===== config.mk =====
export PLATFORM = sky130hd
export DESIGN_NAME = mac_array_ctrl
export DESIGN_NICKNAME = d
export VERILOG_FILES = /design/src/rtl/mac_array_ctrl.sv
export SDC_FILE = /design/constraint.sdc
export NUM_CORES = 1
export LEC_CHECK = 0
export BUFFER_PORTS_ARGS = -buffer_cell sky130_fd_sc_hd__buf_2
export CAP_MARGIN = 10
export CELL_PAD_IN_SITES_DETAIL_PLACEMENT = 0
export CELL_PAD_IN_SITES_GLOBAL_PLACEMENT = 1
export CORE_UTILIZATION = 45
export CTS_CLUSTER_SIZE = 12
export DETAILED_ROUTE_END_ITERATION = 12
export PLACE_DENSITY_LB_ADDON = 0.08
export SYNTH_ARGS = -nofsm -noshare
export SYNTH_HDL_FRONTEND = slang
export SYNTH_SLANG_ARGS = --single-unit

===== constraint.sdc =====
create_clock -name clk -period 4.6 [get_ports clk]
set_clock_uncertainty 0.1 [all_clocks]
set_input_delay 0.92 -clock clk [delete_from_list [all_inputs] [get_ports clk]]
set_output_delay 0.92 -clock clk [all_outputs]
set_load 0.005 [all_outputs]

===== src/rtl/mac_array_ctrl.sv =====
// Pass sequencer for the weight-stationary MAC array: issues kernel and activation
// SRAM reads and the west-edge instruction, delayed one cycle to line up with read data.
module mac_array_ctrl #(
    parameter int unsigned col    = 8,
    parameter int unsigned row    = 8,
    parameter int unsigned GAP    = 8,
    parameter int unsigned DRAIN  = 16,
    parameter int unsigned addr_w = 11,
    parameter int unsigned len_w  = 11
) (
    input  logic              clk,
    input  logic              reset,
    input  logic              start,
    input  logic              abort,
    input  logic [addr_w-1:0] k_base,
    input  logic [addr_w-1:0] a_base,
    input  logic [len_w-1:0]  act_len,
    output logic              sram_cen,
    output logic [addr_w-1:0] sram_addr,
    output logic [1:0]        inst_w,
    output logic              busy,
    output logic              done
);

    localparam int unsigned LEN_MAX = (1 << len_w) - 1;
    localparam int unsigned M1      = (col > GAP) ? col : GAP;
    localparam int unsigned M2      = (M1 > DRAIN) ? M1 : DRAIN;
    localparam int unsigned M3      = (M2 > LEN_MAX) ? M2 : LEN_MAX;
    localparam int unsigned CMAX    = (M3 > row) ? M3 : row;
    localparam int unsigned CNT_W   = $clog2(CMAX + 1);

    localparam logic [CNT_W-1:0] COL_LAST   = CNT_W'(col - 1);
    localparam logic [CNT_W-1:0] GAP_LAST   = CNT_W'(GAP - 1);
    localparam logic [CNT_W-1:0] DRAIN_LAST = CNT_W'(DRAIN - 1);

    typedef enum logic [2:0] {
        S_IDLE,
        S_KLOAD,
        S_KGAP,
        S_EXEC,
        S_DRAIN,
        S_DONE
    } state_e;

    state_e             state_q, state_d;
    logic [CNT_W-1:0]   cnt_q, cnt_d;
    logic [addr_w-1:0]  k_base_q, k_base_d;
    logic [addr_w-1:0]  a_base_q, a_base_d;
    logic [len_w-1:0]   act_len_q, act_len_d;
    logic [addr_w-1:0]  addr_q, addr_d;
    logic [1:0]         inst_q, inst_d;

    logic [addr_w-1:0]  addr_cur;
    logic [CNT_W-1:0]   act_last;

    assign act_last = CNT_W'(act_len_q) - CNT_W'(1);

    // Address is live while reading; otherwise the last issued address is held.
    always_comb begin
        addr_cur = addr_q;
        case (state_q)
            S_KLOAD: addr_cur = k_base_q + addr_w'(cnt_q);
            S_EXEC:  addr_cur = a_base_q + addr_w'(cnt_q);
            default: addr_cur = addr_q;
        endcase
    end

    always_comb begin
        state_d   = state_q;
        cnt_d     = cnt_q + CNT_W'(1);
        k_base_d  = k_base_q;
        a_base_d  = a_base_q;
        act_len_d = act_len_q;
        addr_d    = addr_cur;
        inst_d    = {state_q == S_EXEC, state_q == S_KLOAD};

        case (state_q)
            S_IDLE: begin
                cnt_d = '0;
                if (start && !abort) begin
                    k_base_d  = k_base;
                    a_base_d  = a_base;
                    act_len_d = act_len;
                    state_d   = S_KLOAD;
                end
            end
            S_KLOAD: begin
                if (cnt_q == COL_LAST) begin
                    cnt_d   = '0;
                    state_d = S_KGAP;
                end
            end
            S_KGAP: begin
                if (cnt_q == GAP_LAST) begin
                    cnt_d   = '0;
                    state_d = (act_len_q == '0) ? S_DRAIN : S_EXEC;
                end
            end
            S_EXEC: begin
                if (cnt_q == act_last) begin
                    cnt_d   = '0;
                    state_d = S_DRAIN;
                end
            end
            S_DRAIN: begin
                if (cnt_q == DRAIN_LAST) begin
                    cnt_d   = '0;
                    state_d = S_DONE;
                end
            end
            S_DONE: begin
                cnt_d   = '0;
                state_d = S_IDLE;
            end
            default: begin
                cnt_d   = '0;
                state_d = S_IDLE;
            end
        endcase

        // Abort overrides every transition and kills the in-flight instruction.
        if (abort && (state_q != S_IDLE)) begin
            state_d = S_IDLE;
            cnt_d   = '0;
            inst_d  = '0;
        end
    end

    always_ff @(posedge clk or negedge reset) begin
        if (!reset) begin
            state_q   <= S_IDLE;
            cnt_q     <= '0;
            k_base_q  <= '0;
            a_base_q  <= '0;
            act_len_q <= '0;
            addr_q    <= '0;
            inst_q    <= '0;
        end else begin
            state_q   <= state_d;
            cnt_q     <= cnt_d;
            k_base_q  <= k_base_d;
            a_base_q  <= a_base_d;
            act_len_q <= act_len_d;
            addr_q    <= addr_d;
            inst_q    <= inst_d;
        end
    end

    assign sram_cen  = !((state_q == S_KLOAD) || (state_q == S_EXEC));
    assign sram_addr = addr_cur;
    assign inst_w    = inst_q;
    assign busy      = (state_q != S_IDLE);
    assign done      = (state_q == S_DONE);

endmodule


==> results.md <==
* Ports at 53
* Global-route wire length before repair at 11.8 mm
* Grt ovf at 0
* Effective utilization at floorplan at 47.3%
* Final Core Density at 54.6%
* XOR/XNOR share of the synthesized area at 8.85%
* Post-synth ARST share at 100%
* Final-report hold violation count at 0
* Tot Pwr at 2.47 mW
* Num CTS Buffers at 9
* Core Area at 7330 µm²
* Count leader, synth: dfrtp_1
* Core Rows at 31
* Yosys reg bits at 60
* Slowest cell on crit path: fa_1
* Area grow syn2layout at 15.6%
* Largest family of logic cells by synthesized area: multiplexers
* FF-to-FF Start: state_q[2]$_DFFE_PN0P_
* GPL Wtd Cong at 0.826
* # setup viols final at 0
* Post-synth top area cell: dfrtp_1
* Final min period at 4.34 ns
* Clock transition at path regs at 0.06 ns
* Resize count post-CTS at 0
* Avg Inst Size Synth at 11.1 µm²
* Vias at 2462
* DRC at 0
* DIE WIDTH at 89.7 µm
* CP Capture Type: output port
* Compound-Gate Fraction of Synth Area at 8.88%
* Crit Path Max Fanout at 6
* Min-Delay Path Class: in2async
* Max Freq at 231 MHz
* Synth Area in Simple Gates at 15.3%
* Clk root buf: clkbuf_8
* Final Cycle Share at 94.3%
* Setup_tns at 0 ns
* Max-cap violations at 0
* Top_reg_cell synth: dfrtp_1
* Max-slew violations at 0
* Initial antenna violation count at 0
* Pre-antenna DRT Iters at 4
* Largest net degree at the start of global routing at 49
* Mean routed wirelength per cell at 14.8 µm
* Max IR drop VDD at 279 µV
* Post-synth net total at 363
* WP data required at 3.58 ns
* Post-route ant nets at 0
* Top Family by Delay on Critical Path: compound AO/OA/AOI/OAI gates
* Crit-path cells: nand3b_1 -> mux2_2 -> ha_1 -> fa_1 -> a21o_1 -> a21o_1 -> a21oi_1 -> o21ai_0 -> a31oi_1 -> xnor2_1 -> o21ai_0 -> buf_2
* Mapped Cells at 312
* Worst path arrival time at 3.32 ns
* Yosys cell types at 54
* Worst slew pin tran at 0.796 ns
* Synth top area cells: dfrtp_1, mux2_2, ha_1, xor2_1, xnor2_1
* Yosys top cell area share at 43.3%
* Number of global-route vias before repair at 2309
* Sequential share of the synthesized area at 43.3%
* Starting DRT DRC Count at 76
* Vias per inst at 5.23
* DP HPWL at 5.18 mm
* Post-Synthesis Cell Area at 3460 µm²
* Fraction of layout cells with a size suffix above 1 at 36.3%
* Number of synthesized flops with an enable pin at 0
* Setup bufs post-CTS at 0
* CTS tree: done
* Largest stage delay, worst path at 0.40 ns
* WS Path Type: reg2out
* Reg2reg end: addr_q[10]$_DFF_PN0_
* Post-cts hold buffer count at 0
* Yosys warns at 0
* Die Y at 89.7 µm
* Worst rel slew slack at 46.9%
* Reg2Reg Depth at 11
* Pwr/cell area at 616 nW/µm²
* Clk_lat worst skew at 0.34 ns
* Buf+Inv Stages, Crit Path at 1
* Synth top cells by count: dfrtp_1, mux2_2, nor2_1
* CTS sink count at 60
* Status: finished, final reports clean
* FILL cells at 673
* RSZ-0062 raised after global routing: no
* Adder and majority gate portion of the synthesized area at 5.27%
* Leak pwr at 1.87 nW
* Die area at 8050 µm²
* Post-route cell area at 4010 µm²
* IO Port Bufs at 52
* # nets final at 418
* H-tree depth at 3
* Mux cell area share after synthesis at 15.6%
* Reg2reg setup slack at 1.55 ns
* Drt total wl at 6.97 mm
* Diode count at 0
* Clock buffer depth at 2
* Placed instance area at 3820 µm²
* GRT Resource Usage Total at 18.5%
* CP startpoint kind: register
how the worst max path moves through the flow:
stage                                 from  depth (start not counted)       endpoint  slack [ns]
finish              state_q[2]$_DFFE_PN0P_                         12  sram_addr[10]        0.26
global route        state_q[2]$_DFFE_PN0P_                         12  sram_addr[10]        0.01
CTS                 state_q[2]$_DFFE_PN0P_                         12  sram_addr[10]        0.26
detailed placement  state_q[2]$_DFFE_PN0P_                         12  sram_addr[10]        0.64
global placement    state_q[2]$_DFFE_PN0P_                         12  sram_addr[10]        0.70
floorplan           state_q[1]$_DFFE_PN0P_                         13  sram_addr[10]        0.44
routing by layer:
layer / part of all wire [%] / track usage [%]
met5: 0 / 0
met1: 54 / 28.5
met2: 41 / 25.5
met3: 3.8 / 3.47
met4: 1.5 / 6.97
registers in the layout, summed over array words and instances, names as in the netlist:
register	count
a_base_q	11
inst_w	2
state_q	3
cnt_q	11
addr_q	11
k_base_q	11
act_len_q	11
placed cells by master (no fill, tap or decap), drive strengths merged, types with 3 or more instances in the layout:
master and count:
a21oi 7, a21o 4, o21bai 3, a31oi 3
nand4 3, or3 3, o21ai 16, mux2 46
nor2 23, buf 58, inv 6, nand3 7
and3 8, clkbuf 11, nor4 4, xor2 18
nor3 8, nand2b 4, clkinv 3, xnor2 17
nor2b 3, ha 13, nand2 17, dfrtp 60
metrics by stage:
stage,std cells,hold WS (ns),worst slack (ns)
3_3_place_gp,455,0.370,0.701
2_1_floorplan,312,0.374,0.441
5_1_grt,471,0.387,0.0149
3_5_place_dp,455,0.376,0.635
4_1_cts,471,0.363,0.264
6_report,471,0.367,0.263
worst register-to-register path, cell delays in order, from the launching register on:
cell,delay [ns]
dfrtp_1,0.37
nand3b_1,0.31
mux2_2,0.35
ha_1,0.21
fa_1,0.40
a21o_1,0.17
a21o_1,0.21
a21oi_1,0.22
o21ai_0,0.11
a31oi_1,0.21
xnor2_1,0.13
o21ai_0,0.10
cell type report:
class	instances	area [µm²]	share of cell area (%)
multi-input combinational	232	1870	46.6
timing repair buffer	58	305	7.62
inverter	6	22.5	0.562
clock inverter	5	52.6	1.31
clock buffer	11	131	3.28
sequential	60	1500	37.5
tap	99	124	3.09
logic make-up after synthesis:
| family | count (synthesis) |
|---|---|
| multiplexers | 48 |
| buffers and inverters | 20 |
| AND/OR/NAND/NOR | 90 |
| adder cells (fa/ha/maj) | 14 |
| XOR/XNOR | 35 |
| flip-flops | 60 |
| AO/OA/AOI/OAI | 45 |
where the power goes:
part           internal, mW  total, mW  switching (mW)
Sequential            0.744      0.912           0.168
Combinational         0.565       1.10           0.536
Clock                 0.248      0.455           0.207
Note: power is estimated with default switching activity, not from simulation.
